File: src/rtl/qsys_device_bridge.sv
// Registered Avalon-MM slave to device-port bridge.
// Each Qsys transfer is captured, replayed on the device port, and completed
// one cycle after the device stops stalling. If the device stalls for longer
// than TIMEOUT cycles, the transfer is aborted and a sticky error flag is set.
module qsys_device_bridge #(
    parameter  int ADDR_W  = 8,
    parameter  int DATA_W  = 8,
    parameter  int TIMEOUT = 255,
    localparam int BE_W    = DATA_W / 8
) (
    input  logic              csi_MCLK_clk,
    input  logic              rsi_MRST_reset,
    input  logic [ADDR_W-1:0] avs_ctrl_address,
    input  logic [DATA_W-1:0] avs_ctrl_writedata,
    input  logic [BE_W-1:0]   avs_ctrl_byteenable,
    input  logic              avs_ctrl_write,
    input  logic              avs_ctrl_read,
    output logic [DATA_W-1:0] avs_ctrl_readdata,
    output logic              avs_ctrl_waitrequest,
    output logic              device_reset,
    output logic              device_clk,
    output logic [ADDR_W-1:0] device_address,
    output logic [DATA_W-1:0] device_writedata,
    output logic [BE_W-1:0]   device_byteenable,
    output logic              device_write,
    output logic              device_read,
    input  logic [DATA_W-1:0] device_readdata,
    input  logic              device_waitrequest,
    output logic              timeout_err,
    input  logic              timeout_clr
);

    // Wait counter only has to reach TIMEOUT; one bit when timeouts are disabled.
    localparam int CNT_W = (TIMEOUT < 1) ? 1 : $clog2(TIMEOUT + 1);

    typedef enum logic [1:0] {
        IDLE  = 2'd0,
        ISSUE = 2'd1,
        DONE  = 2'd2
    } state_t;

    state_t             state_reg;
    state_t             state_next;
    logic               op_write_reg;   // 1 = write, 0 = read
    logic [ADDR_W-1:0]  addr_reg;
    logic [DATA_W-1:0]  wdata_reg;
    logic [BE_W-1:0]    be_reg;
    logic [DATA_W-1:0]  rdata_reg;
    logic [CNT_W-1:0]   cnt_reg;
    logic               err_reg;
    logic               accept;
    logic               complete;
    logic               abort_now;

    // Clock and reset are forwarded untouched to the peripheral.
    assign device_clk        = csi_MCLK_clk;
    assign device_reset      = rsi_MRST_reset;
    assign device_address    = addr_reg;
    assign device_writedata  = wdata_reg;
    assign device_byteenable = be_reg;
    assign avs_ctrl_readdata = rdata_reg;
    assign timeout_err       = err_reg;

    // FSM state register.
    always_ff @(posedge csi_MCLK_clk or posedge rsi_MRST_reset) begin
        if (rsi_MRST_reset) begin
            state_reg <= IDLE;
        end else begin
            state_reg <= state_next;
        end
    end

    // Next-state logic and strobes; write wins when both requests arrive together.
    always_comb begin
        state_next           = state_reg;
        accept               = 1'b0;
        complete             = 1'b0;
        abort_now            = 1'b0;
        device_write         = 1'b0;
        device_read          = 1'b0;
        avs_ctrl_waitrequest = 1'b1;
        case (state_reg)
            IDLE: begin
                if (avs_ctrl_write || avs_ctrl_read) begin
                    accept     = 1'b1;
                    state_next = ISSUE;
                end
            end
            ISSUE: begin
                device_write = op_write_reg;
                device_read  = !op_write_reg;
                if (!device_waitrequest) begin
                    complete   = 1'b1;
                    state_next = DONE;
                end else if ((TIMEOUT != 0) && (cnt_reg == CNT_W'(TIMEOUT))) begin
                    abort_now  = 1'b1;
                    state_next = DONE;
                end
            end
            DONE: begin
                avs_ctrl_waitrequest = 1'b0;
                state_next           = IDLE;
            end
            default: begin
                state_next = IDLE;
            end
        endcase
    end

    // Capture the Qsys request; held stable for the whole device phase.
    always_ff @(posedge csi_MCLK_clk or posedge rsi_MRST_reset) begin
        if (rsi_MRST_reset) begin
            addr_reg     <= '0;
            wdata_reg    <= '0;
            be_reg       <= '0;
            op_write_reg <= 1'b0;
        end else if (accept) begin
            addr_reg     <= avs_ctrl_address;
            wdata_reg    <= avs_ctrl_writedata;
            be_reg       <= avs_ctrl_byteenable;
            op_write_reg <= avs_ctrl_write;
        end
    end

    // Read data: device data on completion, all ones on an aborted read.
    always_ff @(posedge csi_MCLK_clk or posedge rsi_MRST_reset) begin
        if (rsi_MRST_reset) begin
            rdata_reg <= '0;
        end else if (!op_write_reg) begin
            if (complete) begin
                rdata_reg <= device_readdata;
            end else if (abort_now) begin
                rdata_reg <= '1;
            end
        end
    end

    // Wait-state counter; stops at TIMEOUT because the abort fires there.
    always_ff @(posedge csi_MCLK_clk or posedge rsi_MRST_reset) begin
        if (rsi_MRST_reset) begin
            cnt_reg <= '0;
        end else if (state_reg == DONE) begin
            cnt_reg <= '0;
        end else if ((TIMEOUT != 0) && (state_reg == ISSUE) && device_waitrequest && !abort_now) begin
            cnt_reg <= cnt_reg + CNT_W'(1);
        end
    end

    // Sticky abort flag; a new abort overrides a simultaneous clear.
    always_ff @(posedge csi_MCLK_clk or posedge rsi_MRST_reset) begin
        if (rsi_MRST_reset) begin
            err_reg <= 1'b0;
        end else if (abort_now) begin
            err_reg <= 1'b1;
        end else if (timeout_clr) begin
            err_reg <= 1'b0;
        end
    end

endmodule

File: config.mk
export PLATFORM = sky130hd
export DESIGN_NAME = qsys_device_bridge
export DESIGN_NICKNAME = d
export VERILOG_FILES = /design/src/rtl/qsys_device_bridge.sv
export SDC_FILE = /design/constraint.sdc
export NUM_CORES = 1
export LEC_CHECK = 0
export CAP_MARGIN = 20
export CORE_ASPECT_RATIO = 1.4
export CORE_UTILIZATION = 41
export CTS_BUF_LIST = sky130_fd_sc_hd__clkbuf_2
export DETAILED_ROUTE_END_ITERATION = 10
export PLACE_DENSITY = 0.82
export SETUP_SLACK_MARGIN = 0.5
export SYNTH_ARGS = -nofsm -noshare
export SYNTH_HDL_FRONTEND = slang
export SYNTH_SLANG_ARGS = --single-unit
File: constraint.sdc
create_clock -name csi_MCLK_clk -period 1.44 [get_ports csi_MCLK_clk]
set_clock_uncertainty 0.1 [all_clocks]
set_input_delay 0.216 -clock csi_MCLK_clk [delete_from_list [all_inputs] [get_ports csi_MCLK_clk]]
set_output_delay 0.216 -clock csi_MCLK_clk [all_outputs]
set_load 0.03 [all_outputs]
Yosys cells after proc, flatten, opt, wreduce, memory -nomap -nowiden --
Cells that the tools add are included. W data, S select, Z words.
Word-level totals: register bits after elaboration 37, input bits 31, output and inout bits 31, word-level logic and storage cells 46
Cells by class: add/subtract/negate cells 1, eq/ne operators 5, multiplexer cells 20, bitwise gates (word level) 1, reductions and logical operators 11
Operators by type and width (count):
- $mux W8 | 4
- $mux W1 | 12
- $add A8 B1 Y8 const B | 1
- $eq A8 B8 Y1 const B | 1
- $mux W2 | 3
- $reduce_bool A2 Y1 | 3
- $pmux W2 S2 | 1
- $reduce_and A2 Y1 | 2
- $ne A3 B3 Y1 const B | 1
- $eq A2 B1 Y1 const B | 1
- $eq A2 B2 Y1 const B | 1
- $logic_and A1 B1 Y1 | 2
- $logic_not A1 Y1 | 2
- $logic_not A2 Y1 | 1
- $ne A2 B2 Y1 const B | 1
- $logic_or A1 B1 Y1 | 1
- $not A1 Y1 | 1

Logic depth before layout (Yosys ltp) --
word-level depth 8, depth in mapped cells 6

==> impl_metrics.xml <==
<?xml version="1.0" encoding="UTF-8"?>
<metrics>
  <group name="status">
    <metric name="outcome" unit="">finished, violations left</metric>
    <metric name="failed_checks" unit="">negative setup slack</metric>
  </group>
  <group name="timing">
    <metric name="rsz0062_at_grt" unit="">yes</metric>
    <metric name="hold_viol" unit="">0</metric>
    <metric name="finalCritPeriodShare" unit="%">132</metric>
    <metric name="max_clock_freq" unit="MHz">527</metric>
    <metric name="final.setup.worst_slack" unit="ns">-0.457</metric>
    <metric name="slew-limit-headroom" unit="%">80.7</metric>
    <metric name="period_needed" unit="ns">1.90</metric>
    <metric name="report.final.setup_viol" unit="">46</metric>
    <metric name="timing_worst_slew_pin_value" unit="ns">0.289</metric>
    <metric name="maxSlewViolCount" unit="">0</metric>
  </group>
  <group name="logic_synthesis">
    <metric name="netlist_area" unit="µm²">1650</metric>
    <metric name="synth-xor-area-share" unit="%">1.06</metric>
    <metric name="synthesis.yosys.warnings" unit="">0</metric>
    <metric name="syn_avg_cell_area" unit="µm²">12.3</metric>
    <metric name="synth.most_common_cell" unit="">sky130_fd_sc_hd__dfrtp_1</metric>
    <metric name="count_of_distinct_cell_types_in_the_synthesized_netlist" unit="">36</metric>
    <metric name="synthAdderAreaFrac" unit="%">0.758</metric>
    <metric name="sequential_cell_area_fraction_in_the_yosys_report" unit="%">56.1</metric>
    <metric name="synth.ff_latch_count" unit="">37</metric>
    <metric name="syn_nets" unit="">166</metric>
    <metric name="synth_flop_cell" unit="">sky130_fd_sc_hd__dfrtp_1</metric>
    <metric name="synth.largest_area_cell" unit="">sky130_fd_sc_hd__dfrtp_1</metric>
    <metric name="dominant_combinational_cell_family_by_area_after_synthesis" unit="">simple AND/OR/NAND/NOR gates</metric>
    <metric name="synthesis.instances" unit="">134</metric>
    <metric name="ys_top_cells_by_area" unit="">sky130_fd_sc_hd__dfrtp_1 56%, sky130_fd_sc_hd__mux2_1 6.1%, sky130_fd_sc_hd__mux2_2 5.5%</metric>
    <metric name="post_synth_edffs" unit="">0</metric>
    <metric name="post-synth-top-area-fraction" unit="%">56.1</metric>
    <metric name="synthArstFlopShare" unit="%">100</metric>
    <metric name="synth.cells.most_frequent" unit="">37 x sky130_fd_sc_hd__dfrtp_1, 11 x sky130_fd_sc_hd__nor2_1, 9 x sky130_fd_sc_hd__mux2_1, 8 x sky130_fd_sc_hd__mux2_2, 8 x sky130_fd_sc_hd__o22a_1</metric>
    <metric name="synthMuxAreaShare" unit="%">11.6</metric>
    <metric name="synth_simple_gate_area_share" unit="%">13.4</metric>
    <metric name="synth_compound_gate_area_share" unit="%">12.3</metric>
  </group>
  <group name="layout">
    <metric name="antenna-diode-count" unit="">0</metric>
    <metric name="finish.cell_count_without_fillers" unit="">310</metric>
    <metric name="fin_util" unit="%">90.2</metric>
    <metric name="fin_area" unit="µm²">3380</metric>
    <metric name="layout-drive-gt1-share" unit="%">61.2</metric>
    <metric name="design.final.nets" unit="">299</metric>
    <metric name="synthToLayoutAreaGrowth" unit="%">104</metric>
  </group>
  <group name="floorplan">
    <metric name="initial_core_util" unit="%">44.1</metric>
    <metric name="pin_count" unit="">62</metric>
    <metric name="floorplan.die.width" unit="µm">55.6</metric>
    <metric name="die_h" unit="µm">77.1</metric>
    <metric name="dieArea" unit="µm²">4290</metric>
    <metric name="fp_rows" unit="">26</metric>
    <metric name="core_area" unit="µm²">3740</metric>
  </group>
  <group name="run">
    <metric name="drv_cap" unit="">0</metric>
  </group>
  <group name="routing">
    <metric name="dr.first_iter.drc_count" unit="">65</metric>
    <metric name="route.detailed.vias_per_inst" unit="">5.43</metric>
    <metric name="remaining_routing_drc_violations" unit="">0</metric>
    <metric name="wl_per_cell" unit="µm">21.4</metric>
    <metric name="drt_pass1_iterations" unit="">4</metric>
    <metric name="via_count" unit="">1684</metric>
    <metric name="routed_wl" unit="mm">6.64</metric>
    <metric name="antenna_violating_nets_post_route" unit="">0</metric>
  </group>
  <group name="setup_path">
    <metric name="cp-end-kind" unit="">flop</metric>
    <metric name="worst_r2r_path_depth" unit="">7</metric>
    <metric name="timing.critical_path.required" unit="ns">1.74</metric>
    <metric name="worst_setup_path_start_kind" unit="">flop</metric>
    <metric name="timing.critical_path.arrival" unit="ns">2.20</metric>
    <metric name="worst_setup_path_type" unit="">reg2reg</metric>
    <metric name="cp_max_fo" unit="">8</metric>
  </group>
  <group name="power_and_ir_drop">
    <metric name="power.net_switching" unit="mW">3.08</metric>
    <metric name="vdd.ir_drop.worst" unit="mV">2.05</metric>
    <metric name="power.switching_fraction" unit="%">41.0</metric>
    <metric name="power_density" unit="nW/µm²">2220</metric>
    <metric name="fin_total_pwr" unit="mW">7.51</metric>
    <metric name="combinationalPowerShare" unit="%">63.3</metric>
    <metric name="power.leakage" unit="nW">1.51</metric>
    <metric name="internal_power" unit="mW">4.43</metric>
    <metric name="power.share.clock" unit="%">11.7</metric>
    <metric name="seq_power_share" unit="%">25.0</metric>
  </group>
  <group name="global_route">
    <metric name="grt_overflow" unit="">0</metric>
    <metric name="first_global_vias" unit="">1840</metric>
    <metric name="grt_use_total" unit="%">29.6</metric>
    <metric name="grt_antenna_before_repair" unit="">0</metric>
    <metric name="grt_first_pass_wirelength" unit="mm">9.33</metric>
    <metric name="maximum_number_of_pins_on_one_net_before_global_route_repair" unit="">38</metric>
  </group>
  <group name="clock_tree">
    <metric name="cts_tree" unit="">built</metric>
    <metric name="worstSkewPairLatency" unit="ns">0.53</metric>
    <metric name="cts.clk_slew.worst_paths" unit="ns">0.24</metric>
  </group>
  <group name="worst_hold_path">
    <metric name="hold_path_depth" unit="">2</metric>
    <metric name="hold_class" unit="">in2reg</metric>
  </group>
  <group name="place">
    <metric name="rd_place_congestion" unit="">0.828</metric>
    <metric name="dp.cells" unit="">255</metric>
    <metric name="post_dp_cell_area" unit="µm²">2570</metric>
    <metric name="post-dp-hpwl" unit="mm">3.09</metric>
    <metric name="io_buffer_count" unit="">61</metric>
  </group>
</metrics>
cell families (layout without fill, tap and decap cells):
group | Yosys count | count (layout)
flip-flops | 37 | 37
AND/OR/NAND/NOR | 36 | 36
AO/OA/AOI/OAI | 27 | 27
multiplexers | 17 | 17
buffers and inverters | 14 | 148
XOR/XNOR | 2 | 2
adder cells (fa/ha/maj) | 1 | 1
what timing repair did:
action,CTS,global route
gates cloned,2,0
setup buffers,23,18
pin swaps,17,10
resized for setup,236,22
hold buffers,1,0
hold endpoints to repair,37,0
setup endpoints to repair,68,67
critical path: stages, from the launching register on:
cell and delay (ns):
sky130_fd_sc_hd__dfrtp_2 0.50, sky130_fd_sc_hd__buf_4 0.14, sky130_fd_sc_hd__buf_4 0.13, sky130_fd_sc_hd__nor2_4 0.12, sky130_fd_sc_hd__o21a_4 0.20, sky130_fd_sc_hd__buf_6 0.13, sky130_fd_sc_hd__buf_16 0.13, sky130_fd_sc_hd__mux2_4 0.32
through the flow:
step           hold slack (ns)  setup WS [ns]  TNS, ns
2_1_floorplan           0.0758        -0.0593   -0.892
3_3_place_gp             0.390         -0.179    -5.28
3_5_place_dp             0.396         -0.248    -6.69
4_1_cts                  0.187         -0.379    -5.06
5_1_grt                  0.148         -0.479   -13.85
6_report                 0.180         -0.457   -11.39
placed cells by master (no fill, tap or decap), drive strengths merged, types with 2 or more instances in the layout:
cell / n
a21oi: 4
nor2b: 2
mux2: 17
buf: 99
dfrtp: 37
o31ai: 2
clkbuf: 8
clkdlybuf4s50: 29
nor2: 12
nand3: 4
nand2: 7
xnor2: 2
a31oi: 2
a21o: 2
nor4: 3
nor3: 3
inv: 6
o22a: 8
clkinvlp: 2
o21a: 2
routing by layer:
metal  GRT usage, %  part of all wire [%]  routed length, µm  vias up
met2           52.2                    55               3630       61
met5              0                     0                  0        -
li1               -                     -                  -      746
met4           19.0                   4.6                306        0
met1           31.2                    36               2420      854
met3           6.75                   4.2                282       23
layout make-up:
| cell class | instances | area (µm²) |
|---|---|---|
| Clock buffer | 9 | 51.3 |
| Timing Repair Buffer | 129 | 1340 |
| Clock inverter | 3 | 41.3 |
| Multi-Input combinational cell | 83 | 932 |
| Fill cell | 141 | 365 |
| Sequential cell | 37 | 930 |
| Inverter | 7 | 30.0 |
| Tap cell | 42 | 52.6 |
final timing paths:
check / start / endpoint / slack [ns]
worst max register to register: state_reg[1] / device_address[0] / -0.46
worst max-delay path: state_reg[1] / device_address[0] / -0.46
min in group asynchronous: rsi_MRST_reset / device_address[5] / 0.27
worst min register to register: avs_ctrl_readdata[2] / avs_ctrl_readdata[2] / 0.46
max in group asynchronous: rsi_MRST_reset / state_reg[0] / 0.71
worst min-delay path: avs_ctrl_address[1] / device_address[1] / 0.18
power groups by stage:
stage | combinational [mW] | clock (mW) | sequential, mW
global route | 4.94 | 0.936 | 1.91
detailed placement | 3.14 | 0.116 | 1.78
floorplan | 1.24 | 0.144 | 2.45
finish | 4.75 | 0.882 | 1.88
global placement | 3.05 | 0.116 | 1.76
CTS | 4.08 | 0.881 | 1.83
Note: power is estimated with default switching activity, not from simulation.
